### config.mk
export PLATFORM = sky130hd
export DESIGN_NAME = quad_gen
export DESIGN_NICKNAME = d
export VERILOG_FILES = /design/src/rtl/quad_gen.sv
export SDC_FILE = /design/constraint.sdc
export NUM_CORES = 1
export LEC_CHECK = 0
export ABC_AREA = 1
export CORE_MARGIN = 1
export CORE_UTILIZATION = 44
export DETAILED_ROUTE_END_ITERATION = 10
export PLACE_DENSITY = 0.68
export SYNTH_ARGS = -nofsm -noshare
export SYNTH_HDL_FRONTEND = slang
export SYNTH_SLANG_ARGS = --single-unit
### constraint.sdc
create_clock -name clk -period 5.2 [get_ports clk]
set_clock_uncertainty 0.15 [all_clocks]
set_input_delay 0.78 -clock clk [delete_from_list [all_inputs] [get_ports clk]]
set_output_delay 0.78 -clock clk [all_outputs]
set_load 0.03 [all_outputs]
### src/rtl/quad_gen.sv
// quad_gen: quadrature A/B pulse generator that walks pos toward a commanded target
// one Gray-code transition per divider period, taking the shortest path modulo 2^CNT_W.
module quad_gen #(
  parameter int CNT_W = 4,
  parameter int DIV_W = 16
) (
  input  logic             clk,
  input  logic             reset_n,
  input  logic             ena,
  input  logic             load,
  input  logic             stop,
  input  logic [CNT_W-1:0] target,
  input  logic [DIV_W-1:0] period,
  output logic             a,
  output logic             b,
  output logic [CNT_W-1:0] pos,
  output logic             dir,
  output logic             busy,
  output logic             done
);
  typedef enum logic {IDLE, RUN} state_t;
  localparam logic [CNT_W-1:0] one = CNT_W'(1);
  localparam logic [DIV_W-1:0] dec = DIV_W'(1);
  state_t state, state_nx;
  logic [CNT_W-1:0] tgt, tgt_nx, pos_nx, t, diff, step_pos;
  logic [DIV_W-1:0] div, div_nx;
  logic dir_nx, done_r, done_nx, fwd;
  // a load in the stepping cycle retargets that very step
  assign t = load ? target : tgt;
  assign diff = t - pos;
  assign fwd = ~diff[CNT_W-1];
  assign step_pos = fwd ? pos + one : pos - one;
  assign busy = state == RUN;
  assign done = done_r & ena;
  always_comb begin
    state_nx = state;
    tgt_nx = tgt;
    pos_nx = pos;
    div_nx = div;
    dir_nx = dir;
    done_nx = 1'b0;
    if (stop) state_nx = IDLE;
    else if (state == IDLE) begin
      if (load) begin
        tgt_nx = target;
        div_nx = period;
        done_nx = target == pos;
        state_nx = target == pos ? IDLE : RUN;
      end
    end else begin
      if (load) tgt_nx = target;
      if (load && target == pos) begin
        state_nx = IDLE;
        done_nx = 1'b1;
      end else if (div != '0) div_nx = div - dec;
      else begin
        pos_nx = step_pos;
        dir_nx = fwd;
        div_nx = period;
        done_nx = step_pos == t;
        state_nx = step_pos == t ? IDLE : RUN;
      end
    end
  end
  always_ff @(posedge clk or negedge reset_n) begin
    if (!reset_n) begin
      state <= IDLE;
      tgt <= '0;
      pos <= '0;
      div <= '0;
      dir <= 1'b1;
      done_r <= 1'b0;
      a <= 1'b0;
      b <= 1'b0;
    end else if (ena) begin
      state <= state_nx;
      tgt <= tgt_nx;
      pos <= pos_nx;
      div <= div_nx;
      dir <= dir_nx;
      done_r <= done_nx;
      a <= pos_nx[0] ^ pos_nx[1];
      b <= pos_nx[1];
    end else done_r <= 1'b0;
  end
endmodule

==> results of run 1 <==
[through the flow]
| stage | utilization, % | setup WS [ns] | std cells |
|---|---|---|---|
| finish | 54.4 | 1.55 | 394 |
| global route | 54.4 | 1.17 | 394 |
| CTS | 54.4 | 1.57 | 394 |
| detailed placement | 52.8 | 1.27 | 390 |
| global placement | 52.8 | 1.40 | 390 |
| floorplan | - | 2.03 | 297 |
[Yosys cell counts, types with 5 or more instances]
cell / n / area [sq um]
xor2_1: 10 / 87.6
nand3_1: 20 / 100
o21ai_1: 6 / 30.0
o22ai_2: 7 / 87.6
inv_1: 38 / 143
a21oi_1: 7 / 35.0
inv_2: 5 / 18.8
nor2_1: 41 / 154
ha_1: 7 / 87.6
dfrtp_1: 27 / 676
o21ai_2: 9 / 78.8
o21ai_0: 20 / 100
nand2_1: 69 / 259
[layout by cell type, fill, tap and decap left out, drive strengths merged]
cell type	netlist	final
and2	2	2
o21ai	35	35
xor2	10	10
ha	7	7
nor2	45	45
bufinv	0	1
buf	8	1
nand4	3	3
dfstp	1	1
nor3b	1	1
o211ai	2	2
a21oi	8	8
nand2	70	70
clkbuf	0	3
clkdlybuf4s50	0	33
inv	43	43
nor3	2	2
xnor2	4	4
fa	1	1
dfrtp	27	27
o22ai	7	7
nand3	21	21
[final cells by class]
class	count	area (sq um)
Inverter	43	161
Timing Repair Buffer	34	338
Sequential cell	28	702
Fill cell	461	2160
Tap cell	67	83.8
Clock buffer	3	41.3
Multi-Input combinational cell	218	1210
Clock inverter	1	30.0
[routing by layer]
layer / wire length (microns) / track usage, % / vias to the layer above
li1: - / - / 1005
met1: 2200 / 25.2 / 921
met2: 2420 / 39.5 / 39
met3: 177 / 3.75 / 2
met4: 19 / 2.83 / 0
met5: 0 / 0 / -
[logic make-up (layout without fill, tap and decap cells)]
logic type,after synthesis,after routing,share of synthesized area (%)
DFF,28,28,32.7
adders and majority gates,8,8,5.01
buffers and inverters,51,81,11.0
AOI/OAI and AO/OA,52,52,17.0
xor gates and xnor gates,14,14,5.70
and+or+nand+nor,144,144,28.6
[registers in the layout, summed over array words and instances, names as in the netlist]
register,count
busy,1
b,1
pos,3
div,16
done_r,1
tgt,4
a,1
dir,1
[worst min-delay path, stage by stage, from the launching register on]
cell	delay [ns]
dfrtp_1	0.36
nand2_1	0.06
nand2_1	0.06
[power groups by stage]
stage | logic (W) | clock network [W] | registers [W]
2_1_floorplan | 0.000194 | 0 | 0.000281
3_3_place_gp | 0.000248 | 0 | 0.000286
3_5_place_dp | 0.000252 | 0 | 0.000286
4_1_cts | 0.000255 | 0.000182 | 0.000282
5_1_grt | 0.000291 | 0.000189 | 0.000288
6_report | 0.000253 | 0.000177 | 0.000283
[worst min-delay path by stage]
stage	slack, ns	end	depth (start not counted)
4_1_cts	0.35	a	2
5_1_grt	0.37	a	2
2_1_floorplan	0.30	tgt[0]	2
6_report	0.35	a	2
3_5_place_dp	0.32	a	2
3_3_place_gp	0.32	div[15]	2
==> results by group, run 1 <==
Floorplanning
  • Starting Density: 45.5%
  • Die X: 71.9 microns
  • Die H: about 70 microns
  • Core area: ~4700 sq um
  • Row cnt: 25
  • DIE AREA: between 5000 and 6000 sq um
  • # IOs: 34

Power and ir drop
  • Sw Share: between 30% and 40%
  • Total power: 0.000714 W
  • Clock power frac: 24.9%
  • PwrDens: 278 nW/um^2
  • Comb pwr share: 35.4%
  • P_int: approximately 0.00046 W
  • Leakage power: roughly 1.2 nW
  • Psw: between 0.0002 and 0.0003 W
  • Flop pwr share: 39.7%
  • VDD IR max: roughly 0.17 mV

STA
  • Fin Setup TNS: 0 ns
  • Fin. Hold Viols: 0
  • Hold Slack: 0.352 ns
  • RSZ-0062 raised after global routing: false
  • Max Freq: 274 MHz
  • Worst-Margin Slew: about 0.52 ns
  • Crit path time final: around 3.7 ns
  • Slew headroom: approximately two thirds
  • Endpoints failing setup: 0
  • Slew Limit Fails: 0
  • Crit share post-route: 70.3%

Route
  • Wire per inst: roughly 12 microns
  • Routed wire length: 4.82 mm
  • Initial drt markers: 116
  • Drt drc: 0
  • Drt pass-1 iters: 4
  • Final ANT Viol Nets: 0
  • Via density: 4.99
  • DR vias: about 2000

Placement
  • Final Wtd Congestion: ~0.94
  • # port buffers: 33
  • Instance area at placement: roughly 2500 sq um
  • DP HPWL: 3.58 mm

Clock network
  • Clk Latency, worst-skew pair: 0.28 ns
  • Clock transition at path regs: ~0.10 ns
  • TritonCTS buffer count: 3
  • Hold Buf Count CTS: 0
  • Post-CTS sizing: 0
  • CTS tree: done
  • CTS sink count: 28
  • H-tree Lvls: 1
  • Root Driver: clkbuf_8
  • Clk buf depth: 2
  • Setup Fix Bufs, Post-CTS: 0

Synth
  • Synthesized Nets: 330
  • Primary FF master, synth: dfrtp_1
  • Count of cell types in the netlist: 30
  • Post-synth EDFFs: 0
  • Post-synth ARST share: 100%
  • Syn Inst Count: 297
  • Post-synthesis sequential area ratio: between 30% and 40%
  • FF+latch count, synth: 28
  • Syn Area/Cell: 7.24 sq um
  • Synth warn: 0
  • Mapped Area: about 2100 sq um

Finish
  • Post-route cell area: about 2600 sq um
  • Layout area overhead: 19.4%
  • Layout cell share with drive strength beyond 1: 11.6%
  • Final net count: 361
  • # diodes: 0

Worst setup path
  • Crit Path Class: in2reg
  • FF-to-FF End: busy
  • Critical path arrival: 3.69 ns
  • FF-to-FF path depth: 20
  • FF-to-FF setup slack: approximately 2.3 ns
  • CP Capture Point: busy
  • Worst setup path start: load
  • Crit. End Element: flip-flop
  • Crit-path cells: clkdlybuf4s50_1, nand2_1, o21ai_1, ha_1, nand2_1, nand2_1, nor2_1, nand3_1, nand2_1, inv_1, ha_1, a21oi_1, nand2_1, nand2_1, nand2_1, nand3_1, nand2_1, nand2_1, nand3_1, nand2_1, nand2_1
  • Crit path max-delay family: simple AND/OR/NAND/NOR gates
  • Levels on crit path: 21
  • Crit start category: input pin
  • Reg2reg start: tgt[2]
  • Critical Path RT: approximately 5.2 ns
  • CP dominant cell by count: nand2_1
  • Max FO, Critical Path: 10
  • Buf/Inv on CP: 2
  • Slowest stage delay, CP: approximately 0.64 ns
  • Slowest-stage cell, CP: clkdlybuf4s50_1

Flow run
  • Max Cap Viol: 0

GRT
  • Vias in the first global route: between 1500 and 2000
  • Initial antenna violation count: 0
  • Global-route wire length before repair: roughly 8.5 mm
  • Gr usage total: 20.9%
  • Total congestion overflow: 0
  • Largest net degree at the start of global routing: 29

Hold path
  • Hold crit path type: reg2reg
  • Worst Hold Launch: a

Outcome
  • Status: complete, no violations
Note: power is estimated with default switching activity, not from simulation.
==> inputs of run 2 (changes only) <==
clock period = 3.6 ns   (was 5.2 ns; I/O delays follow)
==> run 2 against run 1 <==
Net effect: combinational power increased by 46%; flip-flop and latch count unchanged; via count decreased by 0.20%; sequential share of layout area decreased by 0.093 points; total power increased by 38%; largest cell class unchanged; highest routed layer unchanged.
==> results by group, run 2 (synthesis results as in run 1) <==
Finish
  • Final Non-Filler Cells: between 300 and 400
  • Commonest cells after routing, fill and taps aside: nand2_1, nor2_1, inv_1, clkdlybuf4s50_1, dfrtp_1
  • Layout area overhead: 19.8%
  • Top reg by flops: div
  • Most common cell after layout, fill and taps aside: nand2_1
  • Largest regs: div: 16 flops, tgt: 4 flops, pos: 3 flops
  • Multi-input gate area: 1210 sq um
  • Layout cell share with drive strength beyond 1: around an eighth
  • Final net count: around 360
  • # diodes: 0
  • Fill count: between 400 and 500
  • Largest register FFs: 16
  • Area occupied by registers: 702 sq um

Worst setup path
  • Crit-path cells: clkdlybuf4s50_1, nand2_1, o21ai_1, ha_1, nand2_1, nor2_1, nor2_1, nand3_1, nand2_1, inv_1, ha_1, a21oi_1, nand3_1, nand2_1, inv_1, nand2_1, nand2_1, nand2_1, nand3_1, nand2_1, nand2_1
  • Slowest stage delay, CP: 0.50 ns
  • Slowest-stage cell, CP: clkdlybuf4s50_1
  • Max FO, Critical Path: 4
  • Crit. End Element: flip-flop
  • FF-to-FF setup slack: 0.72 ns
  • CP dominant cell by count: nand2_1
  • Buf/Inv on CP: 3
  • FF-to-FF End: busy
  • Critical Path RT: 3.63 ns
  • CP Capture Point: busy
  • Critical path arrival: between 3 and 4 ns
  • FF-to-FF path depth: 19
  • Crit Path Class: in2reg
  • Crit start category: input pin
  • Crit path max-delay family: simple AND/OR/NAND/NOR gates
  • Levels on crit path: 21
  • Reg2reg start: b
  • Worst setup path start: target[1]

Hold path
  • Hold crit path type: reg2reg
  • Hold-critical path depth: 2

GRT
  • Global-route wire length before repair: roughly 8.3 mm
  • Gr usage total: between 20% and 30%
  • Total congestion overflow: 0
  • Largest net degree at the start of global routing: 29
  • Vias in the first global route: 1889
  • Initial antenna violation count: 0

Clock network
  • Root Driver: clkbuf_8
  • CTS tree: done
  • Hold Buf Count CTS: 0
  • Clock transition at path regs: around 0.1 ns
  • Clk Latency, worst-skew pair: approximately 0.28 ns
  • Clk buf depth: 2
  • H-tree Lvls: 1
  • TritonCTS buffer count: 3
  • CTS sink count: 28
  • Setup Fix Bufs, Post-CTS: 0

STA
  • Crit path time final: between 3 and 4 ns
  • Max Freq: roughly 310 MHz
  • Fin Setup TNS: 0 ns
  • Slew headroom: between 60% and 70%
  • Worst-Margin Slew: between 0.5 and 0.6 ns
  • Crit share post-route: between 80% and 90%
  • RSZ-0062 raised after global routing: false
  • Endpoints failing setup: 0
  • Fin. Hold Viols: 0
  • Slew Limit Fails: 0

Route
  • Final ANT Viol Nets: 0
  • Initial drt markers: around 120
  • Drt drc: 0
  • Via density: 4.94
  • DR vias: roughly 2000
  • Wire per inst: between 10 and 15 microns
  • Drt pass-1 iters: 4
  • Routed wire length: slightly below 5 mm

Floorplanning
  • DIE AREA: approximately 5200 sq um
  • Die H: between 70 and 80 microns
  • Starting Density: a little under half
  • Die X: 71.9 microns
  • Core area: approximately 4700 sq um
  • # IOs: 34
  • Row cnt: 25

Power and ir drop
  • PwrDens: about 380 nW/um^2
  • Leakage power: 1.21 nW
  • Comb pwr share: between 30% and 40%
  • Sw Share: 37.5%
  • Flop pwr share: a little over two fifths
  • VDD IR max: 0.167 mV
  • P_int: roughly 0.00061 W
  • Psw: between 0.0003 and 0.0004 W
  • Clock power frac: 20.8%

Placement
  • Final Wtd Congestion: 0.902
  • Placed Instances: 393
  • # port buffers: 33
  • DP HPWL: roughly 3.7 mm

Outcome
  • Status: complete, no violations

Flow run
  • Max Cap Viol: 0
==> run 2: cell types whose count changed in the layout (fill, tap and decap cells not counted) <==
| cell | previous run | this run |
|---|---|---|
| buf_4 | 1 | 4 |
| bufinv_16 | 1 | 0 |
| clkbuf_8 | 3 | 4 |
| clkdlybuf4s50_1 | 33 | 32 |
| dlymetal6s2s_1 | 0 | 1 |
==> run 2: per-layer routing <==
metal / global-route usage, % / vias up / share of wire (%)
met3: 2.50 / 2 / 3.0
met2: 37.3 / 34 / 50
met1: 24.8 / 919 / 46
met4: 6.32 / 0 / 0.35
met5: 0 / - / 0
li1: - / 1008 / -
==> run 2: worst min-delay path by stage <==
stage	from	to	slack, ns
4_1_cts	div[15]	div[15]	0.36
3_5_place_dp	div[15]	div[15]	0.33
5_1_grt	a	a	0.38
3_3_place_gp	div[15]	div[15]	0.32
2_1_floorplan	reset_n	a	0.09
6_report	a	a	0.35
==> run 2: layout make-up <==
type / instances / share of cell area (%)
Inverter: 43 / 6.27
Timing Repair Buffer: 37 / 14.1
Clock buffer: 4 / 2.14
Sequential cell: 28 / 27.2
Tap cell: 67 / 3.25
Multi-Input combinational cell: 218 / 47.0
==> run 2: timing repair <==
item,4_1_cts,5_1_grt
setup endpoints to repair,0,2
gates resized for setup,0,1
endpoints found under the hold margin,0,0
==> run 2: metrics by stage <==
stage          worst slack, ns  total power, W  util [%]  instance area, sq um  hold WS, ns
2_1_floorplan            0.670        0.000686         -                  2150       0.0944
3_3_place_gp             0.127        0.000777      53.3                  2520        0.318
3_5_place_dp            0.0349        0.000784      53.3                  2520        0.331
4_1_cts                  0.345        0.000992      54.5                  2570        0.357
5_1_grt                 0.0733         0.00106      54.5                  2580        0.384
6_report                 0.414        0.000983      54.5                  2580        0.349
==> run 2: tightest hold or removal path, stage by stage (launching register included) <==
cell     delay [ns]
dfrtp_1        0.36
nand2_1        0.05
nand2_1        0.06
==> run 2: power by group through the flow <==
stage | Clock [W] | Sequential, W | Combinational (W)
after floorplan | 0 | 0.000406 | 0.000280
after global placement | 0 | 0.000413 | 0.000363
after detailed placement | 0 | 0.000414 | 0.000369
after CTS | 0.000212 | 0.000408 | 0.000371
after global routing | 0.000225 | 0.000417 | 0.000419
final | 0.000205 | 0.000409 | 0.000369
==> inputs of run 3 (changes only) <==
CORE_MARGIN = 2   (was 1)
CORE_UTILIZATION = 27   (was 44)
PLACE_DENSITY = unset   (was 0.68)
==> run 3 against run 2 <==
Net effect: via count shrank 1.1%; sequential share of layout area shrank 0.60 points; total power grew 5.2%; critical path depth shrank 1; flip-flop and latch count is the same; register-to-register slack gained 0.04 ns; final cell count grew 8.8%; routed wire length grew 4.6%.
==> results by group, run 3 (synthesis results as in run 1) <==
Floorplanning
  • DIE AREA: between 8000 and 9000 sq um
  • # IOs: 34
  • Starting Density: between 20 and 30%
  • Die X: 93.2 microns
  • Core area: slightly below 8000 sq um
  • Row cnt: 32
  • Die H: 93.2 microns

GRT
  • Global-route wire length before repair: around 8.9 mm
  • Met3 global-route usage: roughly 2.4%
  • Initial antenna violation count: 0
  • Busiest grt layer: met2
  • Met2 GRT Util: a little over a fifth
  • Largest net degree at the start of global routing: 29
  • M1 GR Usage: ~16%
  • Total congestion overflow: 0
  • Gr usage total: 12.4%
  • Vias in the first global route: ~2000

Finish
  • Final Non-Filler Cells: approximately 430
  • Largest regs: div: 16 flops, tgt: 4 flops, pos: 3 flops
  • Layout cell share with drive strength beyond 1: 12.4%
  • Final net count: approximately 360
  • Layout area overhead: 22.5%
  • Commonest cells after routing, fill and taps aside: nand2_1, nor2_1, inv_1, clkdlybuf4s50_1, dfrtp_1
  • Largest register FFs: 16
  • # diodes: 0
  • Top reg by flops: div
  • Most common cell after layout, fill and taps aside: nand2_1

STA
  • Fin. Hold Viols: 0
  • Crit path time final: between 3 and 4 ns
  • Slew Limit Fails: 0
  • RSZ-0062 raised after global routing: false
  • Crit share post-route: 88.9%
  • Fin Setup TNS: 0 ns
  • Endpoints failing setup: 0
  • Worst-Margin Slew: approximately 0.52 ns
  • Slew headroom: between 60 and 70%
  • Max Freq: ~310 MHz

Clock network
  • CTS sink count: 28
  • Clk Latency, worst-skew pair: roughly 0.28 ns
  • TritonCTS buffer count: 3
  • Clock transition at path regs: roughly 0.11 ns
  • H-tree Lvls: 1
  • Hold Buf Count CTS: 0
  • Setup Fix Bufs, Post-CTS: 0
  • Clk buf depth: 2
  • Post-CTS sizing: 0
  • Root Driver: clkbuf_8
  • CTS tree: done

Route
  • Wire per inst: 11.7 microns
  • Drt drc: 0
  • Final ANT Viol Nets: 0
  • Routed wire length: about 5.1 mm
  • Initial drt markers: 95
  • Via density: between 4 and 5
  • DR vias: about 1900
  • Drt pass-1 iters: 4

Worst setup path
  • Critical path arrival: between 3 and 4 ns
  • Crit. End Element: flip-flop
  • Critical Path RT: between 3 and 4 ns
  • Crit start category: input pin
  • Max FO, Critical Path: 5
  • Reg2reg start: pos[2]
  • FF-to-FF End: done_r
  • Crit Path Class: in2reg
  • FF-to-FF path depth: 18
  • FF-to-FF setup slack: around 0.76 ns

Placement
  • Placed Instances: 428
  • Final Wtd Congestion: between 0.8 and 0.9
  • DP HPWL: between 3 and 4 mm
  • # port buffers: 33

Power and ir drop
  • Leakage power: between 1 and 1.5 nW
  • VDD IR max: ~0.15 mV
  • Total power: between 0.001 and 0.0015 W
  • PwrDens: roughly 390 nW/um^2

Hold path
  • Hold crit path type: reg2reg
  • Worst Hold Launch: a
  • Hold endpoint: a
  • Hold-critical path depth: 2

Outcome
  • Status: complete, no violations

Flow run
  • Max Cap Viol: 0
==> run 3: changes by cell type in the layout (fill, tap and decap cells not counted) <==
cell	previous run	this run
bufinv_16	0	1
clkbuf_8	4	3
clkdlybuf4s50_1	32	33
dlymetal6s2s_1	1	0
==> run 3: critical path, stage by stage <==
cell and delay (ns):
clkdlybuf4s50_1 0.54, nand2_1 0.06, o21ai_1 0.10, ha_1 0.29, nand2_1 0.08, nand2_1 0.06
nor2_1 0.10, nand3_1 0.09, nand2_1 0.12, inv_1 0.09, ha_1 0.32, a21oi_1 0.20
nand2_1 0.07, nand2_1 0.06, nand2_1 0.07, nand3_1 0.09, nand2_1 0.08, nand2_1 0.06
nand3_1 0.07, a21oi_1 0.17
==> run 3: through the flow <==
| step | area [sq um] | util (%) | hold WS (ns) | setup slack [ns] |
|---|---|---|---|---|
| floorplan | 2150 | - | 0.0944 | 0.670 |
| global placement | 2560 | 33.2 | 0.314 | 0.132 |
| detailed placement | 2560 | 33.2 | 0.324 | 0.0645 |
| CTS | 2630 | 34.1 | 0.351 | 0.372 |
| global route | 2630 | 34.1 | 0.396 | 0.104 |
| finish | 2630 | 34.1 | 0.346 | 0.400 |
==> run 3: layout make-up <==
type                            instances  area, sq um
Clock inverter                          1         30.0
Sequential cell                        28          702
Tap cell                              102          128
Multi-Input combinational cell        218         1210
Fill cell                             833         5090
Timing Repair Buffer                   37          360
Inverter                               43          161
Clock buffer                            3         41.3
==> run 3: layer usage <==
metal,up-vias,part of all wire (%)
li1,1016,-
met1,886,48
met2,36,48
met3,4,3.8
met4,0,0.47
met5,-,0
==> run 3: how the worst max path moves through the flow <==
| stage | start | endpoint | slack [ns] | cells after the start |
|---|---|---|---|---|
| global placement | load | done_r | 0.13 | 20 |
| detailed placement | load | done_r | 0.06 | 20 |
| finish | load | done_r | 0.40 | 20 |
| floorplan | load | busy | 0.67 | 20 |
| global route | load | done_r | 0.10 | 20 |
| CTS | load | done_r | 0.37 | 20 |
==> run 3: power by group <==
group / total, W / switching, W / internal [W]
clock: 0.000257 / 0.000108 / 0.000149
sequential: 0.000408 / 0.0000417 / 0.000366
combinational: 0.000369 / 0.000219 / 0.000150
